### src/rtl/sprite_attr_fetch_if.sv
// Signal bundle between sprite RAM, the attribute fetcher and the sprite attribute table.
// The fetcher takes the master side and everything it talks to takes the slave side.
interface sprite_attr_fetch_if #(
    parameter int ADDR_W = 16,
    parameter int IW     = 3
) ();
    logic              vblank;
    logic [7:0]        sprite_RAM_din;
    logic [ADDR_W-1:0] sprite_RAM_addr;
    logic              rd_en;
    logic              wr_en;
    logic [IW-1:0]     wr_idx;
    logic [5:0]        wr_code;
    logic              wr_xflip;
    logic              wr_yflip;
    logic [7:0]        wr_palette;
    logic [7:0]        wr_x;
    logic [7:0]        wr_y;
    logic              busy;
    logic              done;
    logic              abort;

    modport master (
        input  vblank, sprite_RAM_din,
        output sprite_RAM_addr, rd_en, wr_en, wr_idx, wr_code, wr_xflip, wr_yflip,
               wr_palette, wr_x, wr_y, busy, done, abort
    );

    modport slave (
        output vblank, sprite_RAM_din,
        input  sprite_RAM_addr, rd_en, wr_en, wr_idx, wr_code, wr_xflip, wr_yflip,
               wr_palette, wr_x, wr_y, busy, done, abort
    );
endinterface

### src/rtl/sprite_attr_fetch.sv
// Per-vblank sprite attribute fetcher: streams 4 bytes per sprite out of sprite RAM, one read
// per cycle, and emits one decoded attribute-table write per sprite.
module sprite_attr_fetch #(
    parameter int                NUM_SPRITES = 8,
    parameter int                ADDR_W      = 16,
    parameter logic [ADDR_W-1:0] ATTR_BASE   = ADDR_W'(16'h4FF0),
    parameter logic [ADDR_W-1:0] POS_BASE    = ADDR_W'(16'h5060),
    parameter int                RD_LAT      = 1,
    parameter int                REVERSE     = 0
) (
    input  logic clk,
    input  logic rst,
    sprite_attr_fetch_if.master bus
);
    localparam int IW = (NUM_SPRITES > 1) ? $clog2(NUM_SPRITES) : 1;
    localparam int CW = $clog2(4 * NUM_SPRITES);
    localparam logic [CW-1:0] LAST_CNT = CW'(4 * NUM_SPRITES - 1);
    localparam logic [IW-1:0] LAST_SPR = (REVERSE != 0) ? '0 : IW'(NUM_SPRITES - 1);

    typedef enum logic [1:0] {IDLE, ISSUE, DRAIN} state_t;

    state_t        state;
    logic [CW-1:0] issue_cnt;
    logic          vblank_q;
    logic          fin_p2;
    logic          vld_p0  [RD_LAT];
    logic [1:0]    slot_p0 [RD_LAT];
    logic [IW-1:0] spr_p0  [RD_LAT];
    logic [5:0]    code_p1;
    logic          xflip_p1;
    logic          yflip_p1;
    logic [7:0]    pal_p1;
    logic [7:0]    x_p1;

    function automatic logic [IW-1:0] sprite_of(input logic [CW-1:0] cnt);
        logic [IW-1:0] s;
        s = IW'(cnt >> 2);
        return (REVERSE != 0) ? IW'(NUM_SPRITES - 1) - s : s;
    endfunction

    // Read order within a sprite: attr byte 0, attr byte 1, pos byte 0, pos byte 1.
    function automatic logic [ADDR_W-1:0] addr_of(input logic [CW-1:0] cnt);
        logic [ADDR_W-1:0] base;
        base = cnt[1] ? POS_BASE : ATTR_BASE;
        return base + ADDR_W'({sprite_of(cnt), 1'b0}) + ADDR_W'(cnt[0]);
    endfunction

    logic          cap_vld;
    logic [1:0]    cap_slot;
    logic [IW-1:0] cap_spr;
    assign cap_vld  = vld_p0[RD_LAT-1];
    assign cap_slot = slot_p0[RD_LAT-1];
    assign cap_spr  = spr_p0[RD_LAT-1];

    // ---- p0: slot/sprite tags ride alongside the RAM latency; p1: byte collection ----
    always_ff @(posedge clk) begin
        slot_p0[0] <= issue_cnt[1:0];
        spr_p0[0]  <= sprite_of(issue_cnt);
        for (int i = 1; i < RD_LAT; i++) begin
            slot_p0[i] <= slot_p0[i-1];
            spr_p0[i]  <= spr_p0[i-1];
        end
        if (cap_vld) begin
            case (cap_slot)
                2'd0:    {code_p1, xflip_p1, yflip_p1} <= bus.sprite_RAM_din;
                2'd1:    pal_p1 <= bus.sprite_RAM_din;
                2'd2:    x_p1   <= bus.sprite_RAM_din;
                default: ;
            endcase
        end
    end

    // ---- control FSM, valid pipe and p2 write stage ----
    always_ff @(posedge clk or posedge rst) begin
        if (rst) begin
            state               <= IDLE;
            issue_cnt           <= '0;
            vblank_q            <= 1'b1;
            fin_p2              <= 1'b0;
            for (int i = 0; i < RD_LAT; i++) vld_p0[i] <= 1'b0;
            bus.sprite_RAM_addr <= '0;
            bus.rd_en           <= 1'b0;
            bus.wr_en           <= 1'b0;
            bus.wr_idx          <= '0;
            bus.wr_code         <= '0;
            bus.wr_xflip        <= 1'b0;
            bus.wr_yflip        <= 1'b0;
            bus.wr_palette      <= '0;
            bus.wr_x            <= '0;
            bus.wr_y            <= '0;
            bus.busy            <= 1'b0;
            bus.done            <= 1'b0;
            bus.abort           <= 1'b0;
        end else begin
            vblank_q  <= bus.vblank;
            bus.wr_en <= 1'b0;
            bus.done  <= 1'b0;
            bus.abort <= 1'b0;

            vld_p0[0] <= bus.rd_en;
            for (int i = 1; i < RD_LAT; i++) vld_p0[i] <= vld_p0[i-1];

            if (cap_vld && cap_slot == 2'd3) begin
                bus.wr_en      <= 1'b1;
                bus.wr_idx     <= cap_spr;
                bus.wr_code    <= code_p1;
                bus.wr_xflip   <= xflip_p1;
                bus.wr_yflip   <= yflip_p1;
                bus.wr_palette <= pal_p1;
                bus.wr_x       <= x_p1;
                bus.wr_y       <= bus.sprite_RAM_din;
                fin_p2         <= (cap_spr == LAST_SPR);
            end

            case (state)
                IDLE: begin
                    if (bus.vblank && !vblank_q) begin
                        state               <= ISSUE;
                        issue_cnt           <= '0;
                        bus.sprite_RAM_addr <= addr_of('0);
                        bus.rd_en           <= 1'b1;
                        bus.busy            <= 1'b1;
                    end
                end
                ISSUE: begin
                    if (issue_cnt == LAST_CNT) begin
                        bus.rd_en <= 1'b0;
                        state     <= DRAIN;
                    end else begin
                        issue_cnt           <= issue_cnt + 1'b1;
                        bus.sprite_RAM_addr <= addr_of(issue_cnt + 1'b1);
                    end
                end
                DRAIN: begin
                    if (fin_p2) begin
                        fin_p2   <= 1'b0;
                        bus.done <= 1'b1;
                        bus.busy <= 1'b0;
                        state    <= IDLE;
                    end
                end
                default: state <= IDLE;
            endcase

            // Losing vblank overrides everything above, including a pending done.
            if (bus.busy && !bus.vblank) begin
                state      <= IDLE;
                bus.rd_en  <= 1'b0;
                bus.busy   <= 1'b0;
                bus.wr_en  <= 1'b0;
                bus.done   <= 1'b0;
                bus.abort  <= 1'b1;
                fin_p2     <= 1'b0;
                for (int i = 0; i < RD_LAT; i++) vld_p0[i] <= 1'b0;
            end
        end
    end
endmodule

### src/flat_wrapper.sv
// flat-port wrapper written by rule: the top's interface ports become plain ports
module sprite_attr_fetch_flat 
#(
    parameter int                NUM_SPRITES = 8,
    parameter int                ADDR_W      = 16,
    parameter logic [ADDR_W-1:0] ATTR_BASE   = ADDR_W'(16'h4FF0),
    parameter logic [ADDR_W-1:0] POS_BASE    = ADDR_W'(16'h5060),
    parameter int                RD_LAT      = 1,
    parameter int                REVERSE     = 0
)
  (clk, rst, bus_vblank, bus_sprite_RAM_din, bus_sprite_RAM_addr, bus_rd_en, bus_wr_en, bus_wr_idx, bus_wr_code, bus_wr_xflip, bus_wr_yflip, bus_wr_palette, bus_wr_x, bus_wr_y, bus_busy, bus_done, bus_abort);
  sprite_attr_fetch_if #(.ADDR_W(ADDR_W), .IW(3)) bus_i ();
  input  logic clk;
  input  logic rst;
  input wire logic [$bits(bus_i.vblank)-1:0] bus_vblank;
  input wire logic [$bits(bus_i.sprite_RAM_din)-1:0] bus_sprite_RAM_din;
  output wire logic [$bits(bus_i.sprite_RAM_addr)-1:0] bus_sprite_RAM_addr;
  output wire logic [$bits(bus_i.rd_en)-1:0] bus_rd_en;
  output wire logic [$bits(bus_i.wr_en)-1:0] bus_wr_en;
  output wire logic [$bits(bus_i.wr_idx)-1:0] bus_wr_idx;
  output wire logic [$bits(bus_i.wr_code)-1:0] bus_wr_code;
  output wire logic [$bits(bus_i.wr_xflip)-1:0] bus_wr_xflip;
  output wire logic [$bits(bus_i.wr_yflip)-1:0] bus_wr_yflip;
  output wire logic [$bits(bus_i.wr_palette)-1:0] bus_wr_palette;
  output wire logic [$bits(bus_i.wr_x)-1:0] bus_wr_x;
  output wire logic [$bits(bus_i.wr_y)-1:0] bus_wr_y;
  output wire logic [$bits(bus_i.busy)-1:0] bus_busy;
  output wire logic [$bits(bus_i.done)-1:0] bus_done;
  output wire logic [$bits(bus_i.abort)-1:0] bus_abort;
  assign bus_i.vblank = bus_vblank;
  assign bus_i.sprite_RAM_din = bus_sprite_RAM_din;
  assign bus_sprite_RAM_addr = bus_i.sprite_RAM_addr;
  assign bus_rd_en = bus_i.rd_en;
  assign bus_wr_en = bus_i.wr_en;
  assign bus_wr_idx = bus_i.wr_idx;
  assign bus_wr_code = bus_i.wr_code;
  assign bus_wr_xflip = bus_i.wr_xflip;
  assign bus_wr_yflip = bus_i.wr_yflip;
  assign bus_wr_palette = bus_i.wr_palette;
  assign bus_wr_x = bus_i.wr_x;
  assign bus_wr_y = bus_i.wr_y;
  assign bus_busy = bus_i.busy;
  assign bus_done = bus_i.done;
  assign bus_abort = bus_i.abort;
  sprite_attr_fetch #(.NUM_SPRITES(NUM_SPRITES), .ADDR_W(ADDR_W), .ATTR_BASE(ATTR_BASE), .POS_BASE(POS_BASE), .RD_LAT(RD_LAT), .REVERSE(REVERSE)) u_core (.clk(clk), .rst(rst), .bus(bus_i));
endmodule
### config.mk
export PLATFORM = sky130hd
export DESIGN_NAME = sprite_attr_fetch_flat
export DESIGN_NICKNAME = d
export VERILOG_FILES = /design/src/rtl/sprite_attr_fetch_if.sv /design/src/rtl/sprite_attr_fetch.sv /design/src/flat_wrapper.sv
export SDC_FILE = /design/constraint.sdc
export NUM_CORES = 1
export LEC_CHECK = 0
export CORE_MARGIN = 2
export CORE_UTILIZATION = 35
export CTS_CLUSTER_SIZE = 40
export DETAILED_ROUTE_END_ITERATION = 10
export PLACE_DENSITY = 0.64
export SLEW_MARGIN = 20
export SYNTH_ARGS = -nofsm -noshare
export SYNTH_HDL_FRONTEND = slang
export SYNTH_SLANG_ARGS = --single-unit
export TNS_END_PERCENT = 100
### constraint.sdc
create_clock -name clk -period 2.1 [get_ports clk]
set_clock_uncertainty 0.2 [all_clocks]
set_input_delay 0.42 -clock clk [delete_from_list [all_inputs] [get_ports clk]]
set_output_delay 0.42 -clock clk [all_outputs]
set_load 0.02 [all_outputs]
Yosys cells after proc, flatten, opt, wreduce, memory -nomap -nowiden
Memory sizes are Yosys's and may differ from the RTL's. Cells that the tools add are included.

Add/sub/neg operators: 3. $mul: 0. Multiplexer cells: 30. $lt $le $gt $ge: 0. Reduce and logical (&&, ||, !) cells: 17. Bitwise gates (word level): 0. Shift operators: 0. Div/mod/pow operators: 0. Equal/unequal tests: 12.

Operator list (count): $mux W16 (2); $pmux W16 S2 (1); $add A16 B1 Y16 (1); $add A16 B4 Y16 (1); $mux W1 (16); $mux W13 (1); $reduce_and A3 Y1 (4); $mux W5 (2); $pmux W5 S2 (1); $ne A3 B1 Y1 const B (3); $mux W2 (4); $eq A2 B2 Y1 const B (3); $pmux W2 S3 (1); $reduce_and A2 Y1 (3); $reduce_bool A3 Y1 (2); $add A5 B1 Y5 const B (1); $eq A5 B5 Y1 const B (1); $eq A2 B1 Y1 const B (2); $logic_not A2 Y1 (2); $pmux W1 S2 (2); $eq A3 B3 Y1 const B (1); $logic_and A1 B1 Y1 (3); $logic_not A1 Y1 (2); $ne A2 B1 Y1 const B (1); 2 further kinds (2).

Latch bits: 0. Output and inout bits: 56. Bits in registers: 90. Memories: 2. Input port bits: 11. Logic and storage cells: 87. ROM bits: 0. Bits in writable memories: 5.

Memory list: u_core.spr_p0 (depth 1, bits a word 3, rd ports 1, clocked after Yosys merged registers in 0, wr ports 1, line sprite_attr_fetch.sv:28) `logic [IW-1:0] spr_p0 [RD_LAT];`; u_core.slot_p0 (depth 1, bits a word 2, rd ports 1, clocked after Yosys merged registers in 0, wr ports 1, line sprite_attr_fetch.sv:27) `logic [1:0] slot_p0 [RD_LAT];`.

Longest topological paths before layout
Gate-level depths: netlist of run 1. An unclocked memory read counts as a cell.

Depth after elaboration: 7. Depth in mapped cells: 6. Mapped depth without buffers: 6.

Worst setup path after synthesis of run 1
No wires, ideal clock.

Kind: register to register. Start: register u_core.issue_cnt[0]. End: register u_core.issue_cnt[3]. Cell stages (with the launch flop): 7. Buffers on the path: 0. Library setup time: 0.135 ns. Arrival: 1.659 ns. Required time: 1.765 ns. Clock period less this slack: 1.994 ns. Path slack: 0.106 ns. Path through: dfrtp_1 > ha_1 > and3_1 > ha_1 > nor3b_4 > nand4_1 > mux2i_1.

Word-level cells in the longest chain between the ends: 3. Elaborated cells on any way between the ends: 6. Classes of those cells: add/sub (1); eq/ne (2); mux (2); reduce/logical (1).

Ends and longest elaborated chain: start, declared (line sprite_attr_fetch.sv:23) `logic [CW-1:0] issue_cnt;`; start signal, assigned (line sprite_attr_fetch.sv:130) `issue_cnt <= issue_cnt + 1'b1;`; $add A5 B1 Y5 or $eq A5 B5 Y1 (tied branches) (line sprite_attr_fetch.sv:130, sprite_attr_fetch.sv:126); $mux W5 or $ne A2 B2 Y1 (tied branches); $pmux W5 S2 or $reduce_and A3 Y1 (tied branches).

Parallel ways exist; a longest one is shown, timed or not. The select of a mux whose other input is x is not followed. A chain may end at the register's enable or synchronous reset.

==> out/metrics.cfg, run 1 <==
[die]
std_cell_rows=33
core_um2=8300
ios=67
fp.dieH_um=97.0
die_w_um=97.0
initial_core_util_pct=36.5
die-area_um2=9410

[grt]
grtUsageTotal_pct=12.4
grt_pass1_wl_um=8910
overflow=0
antenna_found_initial=0
grt_pass1_vias=1698
grt_max_degree=24

[critical_path]
reg2reg_to=u_core.issue_cnt[0]$_DFFE_PP0P_
reg2reg_depth=6
crit_path_top_delay_cell=clkdlybuf4s50_1
startpoint_type=register
crit_type=reg2out
cp_cell_sequence=buf_4, clkdlybuf4s50_1
cp_max_fo=4
r2r_start=u_core.issue_cnt[0]$_DFFE_PP0P_
cp_top_family=buffers and inverters
reg2reg_slack_ns=0.19
max_stage_delay_ns=0.60
crit_buf_inv=2
crit_required_ns=1.48
worstPathArrival_ns=1.42
endpoint_kind=output port

[sta]
finalCritPeriodShare_pct=97.3
post-route-min-period_ns=2.04
rsz0062_at_grt=no
hold_violations=0
setup_tns_ns=0
maxSlewViolCount=0
max_freq_ghz=0.490
finalSetupViolations=0

[clock_network]
clockRootBuffer=clkbuf_8
cts_htree_levels=3
clk_pin_slew_ns=0.08
clk_latency_ns=0.35
cts.sinks=81
clock_path_buffers=2
ctsHoldBuffers=0
cts_buffers=9
cts_tree=yes

[place]
place_congestion=0.749
place_inst=342
portBuffers=64
post-dp-hpwl_um=3750

[synth]
synth_area_leaders=dfrtp_1 42%, edfxtp_1 24%, mux2_4 8.4%
synth-seq-cells=81
synth_cell_types=40
yosys_warnings=0
syn_inst=177
yosys.area.top_type=dfrtp_1
synth-seq-area-share_pct=70.1
synth.avg_cell_area_um2=17.1
netlist.area_leader.share_pct=42.1
syn-cell-area_um2=3030

[hold_path]
hp-class=in2async

[routing]
wirelength_um=5370
via_per_inst=4.51
post_drt_wl_per_cell_um=15.0
firstDrtPassIters=4
drt_iter0_markers=54
dr_total_vias=1616
ant_nets=0
drc=0

[layout]
ff_latch_area_um2=2120
fill_cells=719
final_cells=358
nets=261
diodes=0
multi_input_area_um2=795
drive_above_1_share_pct=26.1
most-common-layout-cells=58 x clkdlybuf4s50_1, 51 x dfrtp_1, 24 x edfxtp_1
area.growth.synth_to_final_pct=33.7
final_common_cell=clkdlybuf4s50_1

[power_and_ir_drop]
powerDensity_nw_per_um2=1590
power.leakage_nw=1.77
ir_drop_v=0.000614

[outcome]
outcome=finished clean

[run]
max-cap-violations=0

kinds of logic (layout without fill, tap and decap cells):
logic type	Yosys count	count (layout)	synth area share, %
multiplexers	36	36	15.4
XOR/XNOR	1	1	0.289
adder cells (fa/ha/maj)	2	2	0.826
AO/OA/AOI/OAI	12	12	2.60
other	1	2	0.124
buffers and inverters	17	92	4.13
AND/OR/NAND/NOR	27	27	6.49
flip-flops	81	81	70.1
where the power goes:
group	total (mW)	switching, mW	leakage (nW)	internal, mW
clock network	1.36	0.560	0.117	0.796
registers	2.57	0.339	0.895	2.23
logic	2.54	1.15	0.755	1.39
total	6.46	2.05	1.77	4.41
synth_stat cells, drive strengths merged:
library cell  count
a211oi            1
a21boi            1
a21o              1
a21oi             2
a22o              2
a31oi             1
and2              1
and3              1
and3b             1
and4bb            1
buf              14
conb              1
dfrtp            51
dfstp             1
dfxtp             5
edfxtp           24
ha                2
inv               3
mux2             35
mux2i             1
nand2             3
nand2b            1
nand3             2
nand3b            3
nand4             1
nor2              6
nor3              1
nor3b             2
nor4b             1
o21ai             3
o21bai            1
or3               1
or3b              1
or4b              1
xnor2             1
sequential cells by signal, summed over array words and instances (netlist names), 2 cells and up:
| register | flops |
|---|---|
| u_core.bus.wr_code | 6 |
| u_core.code_p1 | 6 |
| u_core.bus.sprite_RAM_addr | 3 |
| u_core.bus.wr_x | 8 |
| u_core.issue_cnt | 4 |
| u_core.pal_p1 | 8 |
| u_core.bus.wr_idx | 3 |
| u_core.bus.wr_y | 8 |
| u_core.x_p1 | 8 |
| u_core.spr_p0 | 3 |
| u_core.slot_p0 | 2 |
| u_core.state | 2 |
| u_core.bus.wr_palette | 8 |
cell type report:
| class | count | area share [%] |
|---|---|---|
| sequential | 81 | 52.4 |
| multi-input combinational | 80 | 19.6 |
| timing repair buffer | 73 | 18.5 |
| tap | 105 | 3.24 |
| clock buffer | 10 | 3.15 |
| clock inverter | 6 | 2.84 |
| inverter | 3 | 0.278 |
how the worst max path moves through the flow:
stage	startpoint	end	slack, ns	cells past startpoint
after floorplan	u_core.issue_cnt[0]$_DFFE_PP0P_	u_core.issue_cnt[3]$_DFFE_PP0P_	0.11	6
after global placement	bus_vblank	u_core.issue_cnt[0]$_DFFE_PP0P_	0.19	4
after detailed placement	bus_vblank	u_core.issue_cnt[3]$_DFFE_PP0P_	0.17	4
after CTS	u_core.issue_cnt[0]$_DFFE_PP0P_	bus_sprite_RAM_addr[0]	0.02	2
after global routing	u_core.issue_cnt[1]$_DFFE_PP0P_	bus_sprite_RAM_addr[12]	0.002	2
final	u_core.issue_cnt[1]$_DFFE_PP0P_	bus_sprite_RAM_addr[12]	0.06	2
timing repair:
action,CTS,global route
buffers inserted,0,0
resized for setup,0,6
setup endpoints to repair,0,8
metrics by stage:
stage	util, %	setup WS [ns]	hold slack, ns	area, µm²	power [mW]
2_1_floorplan	-	0.106	0.224	3030	4.04
3_3_place_gp	45.7	0.193	0.239	3790	5.15
3_5_place_dp	45.7	0.171	0.246	3790	5.20
4_1_cts	48.6	0.0193	0.203	4040	6.57
5_1_grt	48.8	0.00196	0.215	4050	6.81
6_report	48.8	0.0575	0.189	4050	6.46
routing by layer:
layer  vias up  wire length [µm]  global-route usage, %
met5         -                 0                      0
li1        765                 -                      -
met3         9               194                   2.89
met2        40              2580                   19.2
met1       802              2480                   15.8
met4         0               116                   7.15
worst reg2reg max path: stages (launching register included):
cell and delay, ns:
dfrtp_1 0.39, ha_1 0.21, and3_1 0.18, ha_1 0.24, or3b_1 0.43, nand3_1 0.10, o21ai_1 0.06
Power figures use the tool's default switching activity.
==> run 2: changes to the inputs <==
--- a/config.mk
+++ b/config.mk
@@ -9,2 +9,3 @@
 export CORE_UTILIZATION = 35
+export CTS_BUF_LIST = sky130_fd_sc_hd__clkbuf_4
 export CTS_CLUSTER_SIZE = 40
==> constraint.sdc (replaced) <==
create_clock -name clk -period 2.1 [get_ports clk]
set_clock_uncertainty 0.2 [all_clocks]
set_input_delay 0.21 -clock clk [delete_from_list [all_inputs] [get_ports clk]]
set_output_delay 0.21 -clock clk [all_outputs]
set_load 0.02 [all_outputs]
==> out/metrics.cfg, run 2 (same netlist as run 1, synthesis figures left out) <==
[outcome]
outcome=finished clean

[critical_path]
max_stage_delay_ns=0.59
worstPathArrival_ns=1.52
cp_top_family=buffers and inverters
crit_required_ns=1.69
crit_buf_inv=2
crit_path_top_delay_cell=clkdlybuf4s50_1
reg2reg_to=u_core.issue_cnt[0]$_DFFE_PP0P_
cp_max_fo=5
reg2reg_slack_ns=0.18
endpoint_kind=output port
reg2reg_depth=6
crit_type=reg2out
startpoint_type=register
cp_cell_sequence=buf_4, clkdlybuf4s50_1
r2r_start=u_core.issue_cnt[0]$_DFFE_PP0P_

[layout]
most-common-layout-cells=64 x clkdlybuf4s50_1, 51 x dfrtp_1, 24 x edfxtp_1
area.growth.synth_to_final_pct=31.3
nets=262
diodes=0
drive_above_1_share_pct=26.4
fill_cells=743
final_common_cell=clkdlybuf4s50_1

[clock_network]
clock_path_buffers=2
cts_buffers=9
cts_tree=yes
clk_pin_slew_ns=0.13
clockRootBuffer=clkbuf_4
clk_latency_ns=0.41
cts.sinks=81
cts_htree_levels=3
post-cts-setup-buffers=0

[routing]
drc=0
drt_iter0_markers=63
ant_nets=0
via_per_inst=4.53
firstDrtPassIters=4
post_drt_wl_per_cell_um=15.2
wirelength_um=5470
dr_total_vias=1628

[grt]
grt_max_degree=33
grtUsageTotal_pct=12.5
grt_pass1_vias=1730
antenna_found_initial=0
overflow=0
grt_pass1_wl_um=9140

[sta]
rsz0062_at_grt=no
relSlewSlack_pct=64.6
tightest_slew_ns=0.531
hold_violations=0
finalSetupViolations=0
finalCritPeriodShare_pct=92.1
post-route-min-period_ns=1.93
setup_tns_ns=0
max_freq_ghz=0.517
maxSlewViolCount=0

[run]
max-cap-violations=0

[hold_path]
hold_path_startpoint=bus_vblank
hp-class=in2reg
holdPathStages=1
min_to=u_core.vblank_q$_DFF_PP1_

[power_and_ir_drop]
p_clk_share_pct=18.2
p_sw_share_pct=32.1
powerDensity_nw_per_um2=1580
switchingPower_mw=2.01
power.leakage_nw=1.71
total_power_mw=6.27
p_comb_share_pct=41.0
ir_drop_v=0.000677
internal_power_mw=4.26
pwr-share-seq_pct=40.7

[die]
core_um2=8300
std_cell_rows=33
initial_core_util_pct=36.5
fp.dieH_um=97.0
ios=67
die_w_um=97.0
die-area_um2=9410

[place]
portBuffers=64
place_congestion=0.701
post-dp-hpwl_um=3680

==> run 2: timing repair <==
action | 4_1_cts | 5_1_grt
hold endpoints to repair | 20 | 0
hold buffers | 1 | 0
resized for setup | 0 | 0
==> run 2: power groups by stage <==
stage	Clock, mW	Combinational, mW	Sequential, mW
2_1_floorplan	0	0.998	3.04
3_3_place_gp	0	2.57	2.58
3_5_place_dp	0	2.60	2.60
4_1_cts	1.19	2.62	2.57
5_1_grt	1.25	2.73	2.64
6_report	1.14	2.57	2.56
==> run 2: through the flow <==
step	setup slack (ns)	std cells	util, %	hold WS [ns]	cell area, µm²
after floorplan	0.106	178	-	0.0145	3030
after global placement	0.231	342	45.6	0.245	3780
after detailed placement	0.198	342	45.6	0.229	3780
after CTS	0.126	359	47.9	0.0818	3980
after global routing	0.0731	359	47.9	0.0949	3980
final	0.166	359	47.9	0.111	3980
==> run 2: how the worst max path moves through the flow <==
| stage | from | to | cells past startpoint |
|---|---|---|---|
| after floorplan | u_core.issue_cnt[0]$_DFFE_PP0P_ | u_core.issue_cnt[3]$_DFFE_PP0P_ | 6 |
| after global placement | u_core.issue_cnt[0]$_DFFE_PP0P_ | u_core.issue_cnt[0]$_DFFE_PP0P_ | 6 |
| final | u_core.issue_cnt[0]$_DFFE_PP0P_ | bus_sprite_RAM_addr[0] | 2 |
| after detailed placement | u_core.issue_cnt[0]$_DFFE_PP0P_ | u_core.issue_cnt[0]$_DFFE_PP0P_ | 6 |
| after CTS | u_core.bus.sprite_RAM_addr[11]$_DFFE_PP0P_ | bus_sprite_RAM_addr[11] | 1 |
| after global routing | u_core.issue_cnt[0]$_DFFE_PP0P_ | u_core.bus.sprite_RAM_addr[11]$_DFFE_PP0P_ | 7 |
==> run 2: routing by layer <==
metal	vias up	wire [µm]	share of wire, %	track usage [%]
li1	768	-	-	-
met1	808	2500	46	16.3
met2	46	2660	49	19.6
met3	6	226	4.1	3.25
met4	0	88	1.6	5.53
met5	-	0	0	0
==> run 2: area by class of cell <==
cell class | instances | area, µm² | area share [%]
flip-flops and latches | 81 | 2120 | 53.4
clock buffers | 11 | 82.6 | 2.08
multi-input cells | 80 | 795 | 20.0
inverters | 3 | 11.3 | 0.283
repair buffers | 74 | 731 | 18.4
clock inverters | 5 | 104 | 2.61
well taps | 105 | 131 | 3.30
